[src/rtl/axi_arb_pkg.sv]
// axi_arb_pkg: shared types and constants for the two-master AXI arbiter.
//   arb_state_t : arbiter FSM state (IDLE / RD / WR)
//   mst_idx_t   : index of a master (0 = I-cache, 1 = LSU)
//   NUM_MST     : number of masters sharing the slave
package axi_arb_pkg;

  typedef enum logic [1:0] {IDLE, RD, WR} arb_state_t;

  typedef logic mst_idx_t;

  localparam int NUM_MST = 2;

endpackage

[src/rtl/axi_arb2_rr.sv]
// rr_arb2: purely combinational two-way master selector.
//   req[1:0] in  : per-master request (arvalid | awvalid)
//   last     in  : master granted most recently
//   grant    out : master to serve next (only meaningful when req != 0)
// Build option AXI_ARB_FIXED_PRIO_EN: master 0 always wins a tie and
// 'last' is ignored; otherwise a tie goes to the master not served last.
module rr_arb2
  import axi_arb_pkg::*;
(
  input  logic [NUM_MST-1:0] req,
  input  mst_idx_t           last,
  output mst_idx_t           grant
);

`ifdef AXI_ARB_FIXED_PRIO_EN
  logic w_unusedLast;
  assign w_unusedLast = last;
`endif

  // A lone requester always wins; only a tie consults the policy.
  always_comb begin
    grant = 1'b0;
    if (req == 2'b10) begin
      grant = 1'b1;
    end else if (req == 2'b11) begin
`ifdef AXI_ARB_FIXED_PRIO_EN
      grant = 1'b0;
`else
      grant = ~last;
`endif
    end
  end

endmodule

[src/rtl/axi_arb2.sv]
// axi_arb2: shares one AXI4 slave between master 0 (I-cache) and master 1
// (LSU), serialising whole transactions: one read burst or one write burst
// in flight at a time. Tie policy is round-robin, or fixed priority for
// master 0 when built with AXI_ARB_FIXED_PRIO_EN (see rr_arb2).
// Ports:
//   clock, reset     : rising-edge clock, synchronous active-high reset
//   m0_axi_*         : master 0 AW/W/B/AR/R channels (slave-facing view)
//   m1_axi_*         : master 1, same set as m0_axi_*
//   s_axi_*          : toward the shared slave, directions reversed
// Parameters: CPU_WIDTH (address/data width), ID_WIDTH (passed through).
module axi_arb2
  import axi_arb_pkg::*;
#(
  parameter int CPU_WIDTH = 32,
  parameter int ID_WIDTH  = 4
) (
  input  logic                   clock,
  input  logic                   reset,
  input  logic                   m0_axi_awvalid,
  input  logic [CPU_WIDTH-1:0]   m0_axi_awaddr,
  input  logic [ID_WIDTH-1:0]    m0_axi_awid,
  input  logic [7:0]             m0_axi_awlen,
  input  logic [2:0]             m0_axi_awsize,
  input  logic [1:0]             m0_axi_awburst,
  output logic                   m0_axi_awready,
  input  logic                   m0_axi_wvalid,
  input  logic [CPU_WIDTH-1:0]   m0_axi_wdata,
  input  logic [CPU_WIDTH/8-1:0] m0_axi_wstrb,
  input  logic                   m0_axi_wlast,
  output logic                   m0_axi_wready,
  output logic                   m0_axi_bvalid,
  output logic [1:0]             m0_axi_bresp,
  output logic [ID_WIDTH-1:0]    m0_axi_bid,
  input  logic                   m0_axi_bready,
  input  logic                   m0_axi_arvalid,
  input  logic [CPU_WIDTH-1:0]   m0_axi_araddr,
  input  logic [ID_WIDTH-1:0]    m0_axi_arid,
  input  logic [7:0]             m0_axi_arlen,
  input  logic [2:0]             m0_axi_arsize,
  input  logic [1:0]             m0_axi_arburst,
  output logic                   m0_axi_arready,
  output logic                   m0_axi_rvalid,
  output logic [1:0]             m0_axi_rresp,
  output logic [CPU_WIDTH-1:0]   m0_axi_rdata,
  output logic                   m0_axi_rlast,
  output logic [ID_WIDTH-1:0]    m0_axi_rid,
  input  logic                   m0_axi_rready,
  input  logic                   m1_axi_awvalid,
  input  logic [CPU_WIDTH-1:0]   m1_axi_awaddr,
  input  logic [ID_WIDTH-1:0]    m1_axi_awid,
  input  logic [7:0]             m1_axi_awlen,
  input  logic [2:0]             m1_axi_awsize,
  input  logic [1:0]             m1_axi_awburst,
  output logic                   m1_axi_awready,
  input  logic                   m1_axi_wvalid,
  input  logic [CPU_WIDTH-1:0]   m1_axi_wdata,
  input  logic [CPU_WIDTH/8-1:0] m1_axi_wstrb,
  input  logic                   m1_axi_wlast,
  output logic                   m1_axi_wready,
  output logic                   m1_axi_bvalid,
  output logic [1:0]             m1_axi_bresp,
  output logic [ID_WIDTH-1:0]    m1_axi_bid,
  input  logic                   m1_axi_bready,
  input  logic                   m1_axi_arvalid,
  input  logic [CPU_WIDTH-1:0]   m1_axi_araddr,
  input  logic [ID_WIDTH-1:0]    m1_axi_arid,
  input  logic [7:0]             m1_axi_arlen,
  input  logic [2:0]             m1_axi_arsize,
  input  logic [1:0]             m1_axi_arburst,
  output logic                   m1_axi_arready,
  output logic                   m1_axi_rvalid,
  output logic [1:0]             m1_axi_rresp,
  output logic [CPU_WIDTH-1:0]   m1_axi_rdata,
  output logic                   m1_axi_rlast,
  output logic [ID_WIDTH-1:0]    m1_axi_rid,
  input  logic                   m1_axi_rready,
  output logic                   s_axi_awvalid,
  output logic [CPU_WIDTH-1:0]   s_axi_awaddr,
  output logic [ID_WIDTH-1:0]    s_axi_awid,
  output logic [7:0]             s_axi_awlen,
  output logic [2:0]             s_axi_awsize,
  output logic [1:0]             s_axi_awburst,
  input  logic                   s_axi_awready,
  output logic                   s_axi_wvalid,
  output logic [CPU_WIDTH-1:0]   s_axi_wdata,
  output logic [CPU_WIDTH/8-1:0] s_axi_wstrb,
  output logic                   s_axi_wlast,
  input  logic                   s_axi_wready,
  input  logic                   s_axi_bvalid,
  input  logic [1:0]             s_axi_bresp,
  input  logic [ID_WIDTH-1:0]    s_axi_bid,
  output logic                   s_axi_bready,
  output logic                   s_axi_arvalid,
  output logic [CPU_WIDTH-1:0]   s_axi_araddr,
  output logic [ID_WIDTH-1:0]    s_axi_arid,
  output logic [7:0]             s_axi_arlen,
  output logic [2:0]             s_axi_arsize,
  output logic [1:0]             s_axi_arburst,
  input  logic                   s_axi_arready,
  input  logic                   s_axi_rvalid,
  input  logic [1:0]             s_axi_rresp,
  input  logic [CPU_WIDTH-1:0]   s_axi_rdata,
  input  logic                   s_axi_rlast,
  input  logic [ID_WIDTH-1:0]    s_axi_rid,
  output logic                   s_axi_rready
);

  arb_state_t       r_state;
  mst_idx_t         r_grant;
  mst_idx_t         r_last;
  logic             r_addrDone;

  logic [NUM_MST-1:0] w_req;
  mst_idx_t         w_pick;
  logic             w_pickAr;
  logic             w_rdAct, w_wrAct;
  logic             w_rd0, w_rd1, w_wr0, w_wr1;

  assign w_req    = {m1_axi_arvalid | m1_axi_awvalid, m0_axi_arvalid | m0_axi_awvalid};
  assign w_pickAr = w_pick ? m1_axi_arvalid : m0_axi_arvalid;

  rr_arb2 u_sel (
    .req   (w_req),
    .last  (r_last),
    .grant (w_pick)
  );

  // Requests are only looked at in IDLE; a transaction ends on the final
  // R beat or the B handshake, and r_addrDone blocks a second AR/AW
  // handshake from the granted master within the same transaction.
  always_ff @(posedge clock) begin
    if (reset) begin
      r_state    <= IDLE;
      r_grant    <= 1'b0;
      r_last     <= 1'b1;
      r_addrDone <= 1'b0;
    end else begin
      case (r_state)
        IDLE: begin
          if (|w_req) begin
            r_grant    <= w_pick;
            r_addrDone <= 1'b0;
            r_state    <= w_pickAr ? RD : WR;
          end
        end
        RD: begin
          if (s_axi_arvalid && s_axi_arready) r_addrDone <= 1'b1;
          if (s_axi_rvalid && s_axi_rready && s_axi_rlast) begin
            r_state <= IDLE;
            r_last  <= r_grant;
          end
        end
        WR: begin
          if (s_axi_awvalid && s_axi_awready) r_addrDone <= 1'b1;
          if (s_axi_bvalid && s_axi_bready) begin
            r_state <= IDLE;
            r_last  <= r_grant;
          end
        end
        default: r_state <= IDLE;
      endcase
    end
  end

  assign w_rdAct = (r_state == RD);
  assign w_wrAct = (r_state == WR);
  assign w_rd0   = w_rdAct & ~r_grant;
  assign w_rd1   = w_rdAct &  r_grant;
  assign w_wr0   = w_wrAct & ~r_grant;
  assign w_wr1   = w_wrAct &  r_grant;

  // Slave-side read path: everything zero unless a read is granted.
  assign s_axi_arvalid = w_rdAct & ~r_addrDone & (r_grant ? m1_axi_arvalid : m0_axi_arvalid);
  assign s_axi_araddr  = w_rdAct ? (r_grant ? m1_axi_araddr  : m0_axi_araddr)  : '0;
  assign s_axi_arid    = w_rdAct ? (r_grant ? m1_axi_arid    : m0_axi_arid)    : '0;
  assign s_axi_arlen   = w_rdAct ? (r_grant ? m1_axi_arlen   : m0_axi_arlen)   : '0;
  assign s_axi_arsize  = w_rdAct ? (r_grant ? m1_axi_arsize  : m0_axi_arsize)  : '0;
  assign s_axi_arburst = w_rdAct ? (r_grant ? m1_axi_arburst : m0_axi_arburst) : '0;
  assign s_axi_rready  = w_rdAct & (r_grant ? m1_axi_rready : m0_axi_rready);

  // Slave-side write path: W may run ahead of or behind AW within WR.
  assign s_axi_awvalid = w_wrAct & ~r_addrDone & (r_grant ? m1_axi_awvalid : m0_axi_awvalid);
  assign s_axi_awaddr  = w_wrAct ? (r_grant ? m1_axi_awaddr  : m0_axi_awaddr)  : '0;
  assign s_axi_awid    = w_wrAct ? (r_grant ? m1_axi_awid    : m0_axi_awid)    : '0;
  assign s_axi_awlen   = w_wrAct ? (r_grant ? m1_axi_awlen   : m0_axi_awlen)   : '0;
  assign s_axi_awsize  = w_wrAct ? (r_grant ? m1_axi_awsize  : m0_axi_awsize)  : '0;
  assign s_axi_awburst = w_wrAct ? (r_grant ? m1_axi_awburst : m0_axi_awburst) : '0;
  assign s_axi_wvalid  = w_wrAct & (r_grant ? m1_axi_wvalid : m0_axi_wvalid);
  assign s_axi_wdata   = w_wrAct ? (r_grant ? m1_axi_wdata : m0_axi_wdata) : '0;
  assign s_axi_wstrb   = w_wrAct ? (r_grant ? m1_axi_wstrb : m0_axi_wstrb) : '0;
  assign s_axi_wlast   = w_wrAct & (r_grant ? m1_axi_wlast : m0_axi_wlast);
  assign s_axi_bready  = w_wrAct & (r_grant ? m1_axi_bready : m0_axi_bready);

  // Master-side returns: only the granted master sees slave responses.
  assign m0_axi_arready = w_rd0 & ~r_addrDone & s_axi_arready;
  assign m0_axi_rvalid  = w_rd0 & s_axi_rvalid;
  assign m0_axi_rresp   = w_rd0 ? s_axi_rresp : '0;
  assign m0_axi_rdata   = w_rd0 ? s_axi_rdata : '0;
  assign m0_axi_rlast   = w_rd0 & s_axi_rlast;
  assign m0_axi_rid     = w_rd0 ? s_axi_rid : '0;
  assign m0_axi_awready = w_wr0 & ~r_addrDone & s_axi_awready;
  assign m0_axi_wready  = w_wr0 & s_axi_wready;
  assign m0_axi_bvalid  = w_wr0 & s_axi_bvalid;
  assign m0_axi_bresp   = w_wr0 ? s_axi_bresp : '0;
  assign m0_axi_bid     = w_wr0 ? s_axi_bid : '0;

  assign m1_axi_arready = w_rd1 & ~r_addrDone & s_axi_arready;
  assign m1_axi_rvalid  = w_rd1 & s_axi_rvalid;
  assign m1_axi_rresp   = w_rd1 ? s_axi_rresp : '0;
  assign m1_axi_rdata   = w_rd1 ? s_axi_rdata : '0;
  assign m1_axi_rlast   = w_rd1 & s_axi_rlast;
  assign m1_axi_rid     = w_rd1 ? s_axi_rid : '0;
  assign m1_axi_awready = w_wr1 & ~r_addrDone & s_axi_awready;
  assign m1_axi_wready  = w_wr1 & s_axi_wready;
  assign m1_axi_bvalid  = w_wr1 & s_axi_bvalid;
  assign m1_axi_bresp   = w_wr1 ? s_axi_bresp : '0;
  assign m1_axi_bid     = w_wr1 ? s_axi_bid : '0;

endmodule

[config.mk]
export PLATFORM = sky130hd
export DESIGN_NAME = axi_arb2
export DESIGN_NICKNAME = d
export VERILOG_FILES = /design/src/rtl/axi_arb_pkg.sv /design/src/rtl/axi_arb2_rr.sv /design/src/rtl/axi_arb2.sv
export SDC_FILE = /design/constraint.sdc
export NUM_CORES = 1
export LEC_CHECK = 0
export ABC_AREA = 1
export BUFFER_PORTS_ARGS = -buffer_cell sky130_fd_sc_hd__buf_2
export CAP_MARGIN = 30
export CORE_AREA = 2 2 219 221
export DETAILED_ROUTE_END_ITERATION = 12
export DIE_AREA = 0 0 221 223
export PLACE_DENSITY = 0.3
export SLEW_MARGIN = 15
export SYNTH_ARGS = -nofsm -noshare
export SYNTH_HDL_FRONTEND = slang
export SYNTH_SLANG_ARGS = --single-unit
[constraint.sdc]
create_clock -name clock -period 1.8 [get_ports clock]
set_input_delay 0.09 -clock clock [delete_from_list [all_inputs] [get_ports clock]]
set_output_delay 0.09 -clock clock [all_outputs]
set_load 0.01 [all_outputs]
==> After elaboration in Yosys (flattened, before gate mapping) <==
Cells that the tools add are included.
{ "totals": {"wordCells": 114, "out_inout_bits": 240, "in_bits": 332, "reg_bits": 5} }
{ "classes": {"n_eq_ne": 9, "bitwise": 33, "n_mux": 55, "n_reduce_logical": 13} }
{ "ops": {"columns": ["op", "count"], "rows": [
  ["32-bit two-way mux", 8],
  ["4-bit two-way mux", 10],
  ["8-bit two-way mux", 4],
  ["1-bit bitwise AND", 28],
  ["2-bit two-way mux", 12],
  ["1-bit two-way mux", 14],
  ["3-bit two-way mux", 4],
  ["2-bit by 1-bit inequality test with 1-bit output, second input constant", 4],
  ["2-bit equality test, second input constant", 3],
  ["2-bit one-hot mux with 3 select lines", 1],
  ["3-bit AND reduction", 2],
  ["1-bit logical AND", 5],
  ["4-bit AND reduction", 1],
  ["1-bit NOT", 3],
  ["1-bit one-hot mux with 3 select lines", 1],
  ["3-bit nonzero test", 1],
  ["2-bit by 1-bit equality test with 1-bit output, second input constant", 1],
  ["2-bit logical NOT", 1],
  ["2-bit inequality test, second input constant", 1],
  ["1-bit OR", 2],
  ["1-bit one-hot mux with 2 select lines", 1],
  ["2-bit AND reduction", 1],
  ["2-bit nonzero test", 1],
  ["2-bit OR reduction", 1]
]} }

==> Longest topological paths before layout <==
Gate-level depths: netlist of the first run.
{ "depth": {"depth_word": 8, "depth_mapped": 11, "ltp_nobuf": 10} }

==> Modules after synthesis <==
Synthesis of the first run repeated with hierarchy kept, for this count alone.
{ "hier_totals": {"cells_unflattened": 696, "area_unflattened_um2": 3000.4} }
{ "modules_own_cells": {"columns": ["module", "instances", "cells_each", "seq_area_each_um2", "area_each_um2"], "rows": [
  ["axi_arb2", 1, 694, 100.1, 2987.9],
  ["rr_arb2", 1, 2, 0.0, 12.5]
]} }

==> Worst setup path after synthesis of the first run <==
Ideal clock, no wire load.
{ "synth_timing": {"path_kind": "register to output", "start": "register r_state[1]", "end": "output port s_axi_arburst[0]", "path_slack_ns": 0.382, "n_path_buf": 2, "path_stages_with_launch": 7, "t_arrival_ns": 1.328, "t_required_ns": 1.710, "path_cell_list": "dfxtp_1 > inv_1 > ha_1 > inv_2 > buf_2 > clkbuf_1 > a21oi_1"} }
{ "synth_via": {"elab_chain_len": 2} }
{ "synth_rtl": {"columns": ["element", "line_no", "text"], "rows": [
  ["from (decl)", "axi_arb2.sv:108", "arb_state_t r_state;"],
  ["from (signal assigned)", "axi_arb2.sv:143", "r_state <= w_pickAr ? RD : WR;"],
  ["2-bit by 1-bit equality test with 1-bit output", "axi_arb2.sv:165", "assign w_rdAct = (r_state == RD);"],
  ["2-bit two-way mux", "axi_arb2.sv:178", "assign s_axi_arburst = w_rdAct ? (r_grant ? m1_axi_arburst : m0_axi_arburst) : '0;"],
  ["to (decl)", "axi_arb2.sv:98", "output logic [1:0] s_axi_arburst,"]
]} }
Every way passes these cells.

==> Worst setup path in the final report of the first run <==
{ "layout_timing": {"start": "register r_state[0]", "end": "output port s_axi_awsize[1]"} }
{ "layout_via": {"elab_chain_len": 2} }
{ "layout_rtl": {"columns": ["element", "line_no", "text"], "rows": [
  ["2-bit equality test", "axi_arb2.sv:166", "assign w_wrAct = (r_state == WR);"],
  ["3-bit two-way mux", "axi_arb2.sv:186", "assign s_axi_awsize = w_wrAct ? (r_grant ? m1_axi_awsize : m0_axi_awsize) : '0;"],
  ["to (decl)", "axi_arb2.sv:81", "output logic [2:0] s_axi_awsize,"]
]} }
Every way passes these cells.

==> impl_metrics.py, run 1 <==
metrics = {
    "worst_setup_path": {
        "reg2reg_slack_ps": 220,
        "startpoint": "r_state[0]",
        "worstPathArrival_ps": 1650,
        "critPathMaxFanout": 24,
        "r2r_start": "r_state[0]",
        "worstSetupStartpointType": "flop",
        "r2r_cells": 11,
        "critical_path_class": "flop to output pin",
        "crit_end": "s_axi_awsize[1]",
        "r2r_end": "r_addrDone",
        "crit_required_ps": 1710,
        "crit_path_end_kind": "output pin",
    },
    "cells_and_area": {
        "ff_latch_area_um2": 104,
        "final_area_um2": 6880,
        "layout-drive-gt1-share_pct": 49.6,
        "num-nets-final": 1584,
        "syn2layout_area_growth_pct": 126,
        "nFillCells": 5614,
        "most-common-layout-cells": "buf_2, nand2_1, a21oi_1",
        "multi_input_area_um2": 2480,
        "mostFrequentLayoutCell": "buf_2",
        "final_util_pct": 14.6,
    },
    "synthesis": {
        "syn_area_per_cell_um2": 4.33,
        "seq_area_frac_synth_pct": 3.29,
        "ys_types": 19,
        "ys_seq_elements": 5,
        "ys_warn_count": 0,
        "synth_flop_cell": "dfxtp_1",
        "synth_largest_area_cell": "nand2_1",
        "synthArstFlopShare_pct": 0,
        "syn-cell-area_um2": 3050,
        "synth_cells": 704,
        "yosysTopAreaCellShare_pct": 37.6,
        "synth-edff-count": 0,
        "synthTopCellsByArea": "nand2_1, a21oi_1, nor2_1",
        "syn-num-nets": 1039,
    },
    "timing": {
        "tightest_slew_ps": 467,
        "max_freq_mhz": 574,
        "slew_viol_final": 0,
        "finalCriticalPeriod_ps": 1740,
        "relSlewSlack_pct": 68.8,
        "fin_worst_skew_ps": 0.110,
        "hold_viol_final": 0,
        "setup_violations": 0,
        "rsz0062_at_grt": "false",
        "min_period_over_period_pct": 96.8,
        "setup_tns_ps": 0,
    },
    "cts": {
        "root_buffer": "clkbuf_16",
        "insertion_delay_ps": 220,
        "cts_tree": "yes",
        "clock-sinks": 5,
        "cts.htree.levels": 1,
        "ctsHoldBuffers": 0,
        "numCtsBuffers": 3,
        "clkTransAtPathRegs_ps": 30,
        "clockBufferDepth": 2,
    },
    "placed_design": {
        "dpl.hpwl_um": 23000,
        "gp_congestion": 0.847,
        "port_buffers": 571,
        "placed_area_um2": 6700,
    },
    "hold_path": {
        "hp-start": "reset",
        "hold_path_class": "primary input to flop",
    },
    "global_route": {
        "antenna_found_initial": 2,
        "grt_remaining_overflow": 0,
        "grt_pass1_vias": 6270,
        "grt_pass1_wl_um": 38300,
        "grt.total_usage_pct": 9.91,
        "grt_start_max_net_pins": 93,
    },
    "power_and_ir_drop": {
        "peakVddDrop_mv": 0.470,
        "leakage_nw": 4.36,
        "cellPowerDensity_nw_per_um2": 767,
    },
    "detailed_routing": {
        "final_antenna_net_count": 0,
        "vias": 6461,
        "wire_per_inst_um": 14.4,
        "vias_per_cell": 3.47,
        "dr.pass1.iters": 5,
        "routed_wl_um": 26900,
        "drc_errors": 0,
        "drt_iter0_markers": 294,
    },
    "floorplan": {
        "die_y_um": 223,
        "core_area_um2": 47100,
        "rows": 80,
        "dieWidth_um": 221,
        "io_pins": 572,
        "start_util_pct": 6.46,
        "die_area_um2": 49300,
    },
    "run_status": {
        "status": "complete, no violations",
    },
    "flow_run": {
        "max-cap-violations": 0,
    },
}
==> stage by stage <==
step | cells | hold WS, ps | power (mW) | setup slack, ps
global placement | 1858 | 302 | 4.95 | 124
finish | 1864 | 68.8 | 5.27 | 58.3
CTS | 1862 | 63.8 | 5.33 | 7.10
global route | 1864 | 79.2 | 5.79 | 0.0329
floorplan | 704 | 159 | 2.68 | 382
detailed placement | 1858 | 298 | 4.90 | 139
==> repair_timing <==
action | in CTS | in global routing
setup endpoints to repair | 27 | 35
resized for setup | 13 | 13
buffers inserted | 0 | 1
==> per-layer routing <==
metal | part of all wire (%) | track usage (%)
met1 | 41 | 11.8
met2 | 51 | 18.8
met3 | 6.5 | 2.00
met4 | 0.85 | 0.974
met5 | 0.030 | 0
==> where the power goes <==
part           internal, mW  switching, mW  leakage (nW)
Clock                 0.293         0.0682        0.0382
Sequential            0.157         0.0598        0.0420
Combinational          1.74           2.96          4.28
Total                  2.19           3.09          4.36
==> synth_stat cells, types with 3 or more instances <==
master	count
nor2_1	107
nor3_1	4
nand3_1	9
a21oi_1	142
buf_2	23
dfxtp_1	5
buf_4	12
ha_1	3
nand2_1	305
inv_1	63
clkbuf_1	19
==> area by class of cell <==
class                      instances  area share [%]
tap                              615            11.2
clock buffer                       4            1.15
multi-input combinational        579            36.0
timing repair buffer             594            46.4
antenna                            1          0.0364
inverter                          66            3.75
sequential                         5            1.51
==> critical path: stages (launching register included) <==
cell and delay [ps]:
dfxtp_1 320, inv_1 90, ha_2 210, clkinv_4 60, buf_12 150, buf_12 170, a21oi_1 190, buf_2 200
==> logic make-up (layout without fill, tap and decap cells) <==
family / count (synthesis) / count (layout) / synth area share (%)
flip-flops: 5 / 5 / 3.29
adder cells (fa/ha/maj): 3 / 3 / 1.23
AND/OR/NAND/NOR: 431 / 431 / 54.3
other: 0 / 1 / 0
AO/OA/AOI/OAI: 145 / 145 / 23.9
buffers and inverters: 120 / 664 / 17.3
==> registers in the layout, indices dropped and copies added (netlist names) <==
name	flops
r_addrDone	1
r_grant	1
r_last	1
r_state	2
==> worst min path at each step <==
| stage | end | slack [ps] | cells after the start |
|---|---|---|---|
| 6_report | r_state[1] | 70 | 2 |
| 5_1_grt | r_state[1] | 80 | 2 |
| 2_1_floorplan | r_state[0] | 160 | 1 |
| 3_5_place_dp | r_state[0] | 300 | 2 |
| 4_1_cts | r_state[1] | 60 | 2 |
| 3_3_place_gp | r_state[0] | 300 | 2 |
Note: power is estimated with default switching activity, not from simulation.
==> run 2: changes to the inputs <==
MAX_ROUTING_LAYER = met4   (was not set)
TNS_END_PERCENT = 10   (was not set)
==> impl_metrics.py, run 2 (synthesized netlist as in run 1, its figures left out) <==
metrics = {
    "run_status": {
        "status": "finished, violations left",
        "violations": "setup timing",
    },
    "worst_setup_path": {
        "path_buf_inv": 5,
        "crit_path_end_kind": "output pin",
        "worstPathArrival_ps": 1740,
        "max_stage_delay_ps": 320,
        "critical_path_class": "flop to output pin",
        "r2r_start": "r_state[1]",
        "crit_required_ps": 1710,
        "critPathMaxFanout": 24,
        "cp_slowest_cell": "dfxtp_1",
        "startpoint": "r_state[0]",
        "path_common_cell": "buf_12",
        "worstSetupStartpointType": "flop",
        "path_delay_family": "buffers and inverters",
        "path_cells": "inv_1, ha_1, clkinv_4, buf_12, buf_12, a21oi_1, buf_2",
    },
    "power_and_ir_drop": {
        "share_comb_of_total_power_pct": 88.9,
        "leakage_nw": 4.36,
        "p_int_mw": 2.16,
        "p_seq_share_pct": 4.1,
        "cellPowerDensity_nw_per_um2": 765,
        "peakVddDrop_mv": 0.471,
        "clkPwrFrac_pct": 6.9,
        "switching_share_pct": 58.6,
        "p_switching_mw": 3.06,
    },
    "flow_run": {
        "max-cap-violations": 0,
    },
    "placed_design": {
        "port_buffers": 571,
        "placed_area_um2": 6700,
        "pre_cts_ws_ps": 139,
        "dpl.hpwl_um": 23000,
        "gp_congestion": 0.860,
        "dp_cells": 1858,
    },
    "timing": {
        "hold_viol_final": 0,
        "setup_ws_ps": -33.2,
        "max_freq_mhz": 545,
        "rsz0062_at_grt": "true",
        "slew_viol_final": 0,
        "setup_tns_ps": -74.8,
        "setup_violations": 3,
        "finalCriticalPeriod_ps": 1830,
        "tightest_slew_ps": 453,
        "min_period_over_period_pct": 102,
        "relSlewSlack_pct": 69.8,
        "fin_worst_skew_ps": 0.109,
    },
    "cells_and_area": {
        "mostFrequentLayoutCell": "buf_2",
        "nFillCells": 5613,
        "stdcell_count": 1864,
        "largest_reg_flops": 2,
        "most-common-layout-cells": "buf_2, nand2_1, a21oi_1",
        "num-nets-final": 1583,
        "layout-drive-gt1-share_pct": 48.9,
        "syn2layout_area_growth_pct": 124,
        "regMostFlops": "r_state",
        "final_area_um2": 6830,
    },
    "floorplan": {
        "dieWidth_um": 221,
        "start_util_pct": 6.46,
        "die_y_um": 223,
        "rows": 80,
        "die_area_um2": 49300,
        "io_pins": 572,
        "core_area_um2": 47100,
    },
    "global_route": {
        "grt_remaining_overflow": 0,
        "antenna_found_initial": 2,
        "grt_pass1_vias": 6269,
        "grt_pass1_wl_um": 38300,
        "grt.total_usage_pct": 10.2,
        "grt_start_max_net_pins": 93,
    },
    "detailed_routing": {
        "drt_iter0_markers": 351,
        "drc_errors": 0,
        "wire_per_inst_um": 14.4,
        "dr.pass1.iters": 5,
        "vias": 6418,
        "routed_wl_um": 26800,
        "final_antenna_net_count": 0,
        "vias_per_cell": 3.44,
    },
    "cts": {
        "clock-sinks": 5,
        "cts.htree.levels": 1,
        "root_buffer": "clkbuf_16",
        "numCtsBuffers": 3,
        "cts_tree": "yes",
        "cts_setup_buffers": 0,
        "clockBufferDepth": 2,
        "clkTransAtPathRegs_ps": 30,
        "insertion_delay_ps": 220,
        "ctsHoldBuffers": 0,
    },
    "hold_path": {
        "hold_path_class": "primary input to flop",
        "hp-start": "reset",
    },
}
run 2: cell types whose count changed in the layout (fill, tap and decap cells not counted):
cell,delta
a21oi_1,+6
a21oi_2,-5
a21oi_4,-1
buf_2,+2
buf_4,-2
buf_6,-1
diode_2,+1
ha_1,+2
ha_2,-2
run 2: repair_timing:
| item | in CTS | in global routing |
|---|---|---|
| cloned | 0 | 0 |
| gates resized for setup | 11 | 3 |
| endpoints found under the setup margin | 27 | 103 |
run 2: layer usage:
| layer | global-route usage, % | routed length [um] |
|---|---|---|
| met1 | 12.0 | 11100 |
| met2 | 18.7 | 13700 |
| met3 | 1.82 | 1740 |
| met4 | 0.974 | 241 |
| met5 | - | 0 |
run 2: power groups by stage:
stage	clock, mW	combinational [mW]	sequential (mW)
floorplan	0	2.49	0.181
global placement	0	4.73	0.220
detailed placement	0	4.68	0.218
CTS	0.369	4.74	0.219
global route	0.381	5.13	0.224
finish	0.361	4.64	0.217
run 2: metrics by stage:
stage	power [mW]	hold slack [ps]	utilization, %
global route	5.74	79.2	14.5
floorplan	2.68	159	-
detailed placement	4.90	298	14.2
global placement	4.95	302	14.2
finish	5.22	65.7	14.5
CTS	5.32	63.8	14.5
run 2: cell type report:
cell class | count | area, um2 | area share, %
Clock buffer | 4 | 78.8 | 1.15
Multi-Input combinational cell | 579 | 2440 | 35.8
Sequential cell | 5 | 104 | 1.52
Antenna cell | 2 | 5.00 | 0.0733
Tap cell | 615 | 769 | 11.3
Inverter | 66 | 258 | 3.77
Timing Repair Buffer | 593 | 3170 | 46.5
run 2: worst paths after layout:
kind / slack, ps / endpoint / depth (start not counted)
max reg2reg: 270 / r_addrDone / 10
max: -30 / s_axi_awid[0] / 7
min reg2reg: 480 / r_last / 2
min: 70 / r_state[1] / 2
run 2: worst reg2reg max path: cells and delay by family, from the launching register on:
| kind | cells | cell delay, ps |
|---|---|---|
| buffers and inverters | 2 | 210 |
| and+or+nand+nor | 7 | 630 |
| adders and majority gates | 1 | 310 |
| DFF | 1 | 310 |
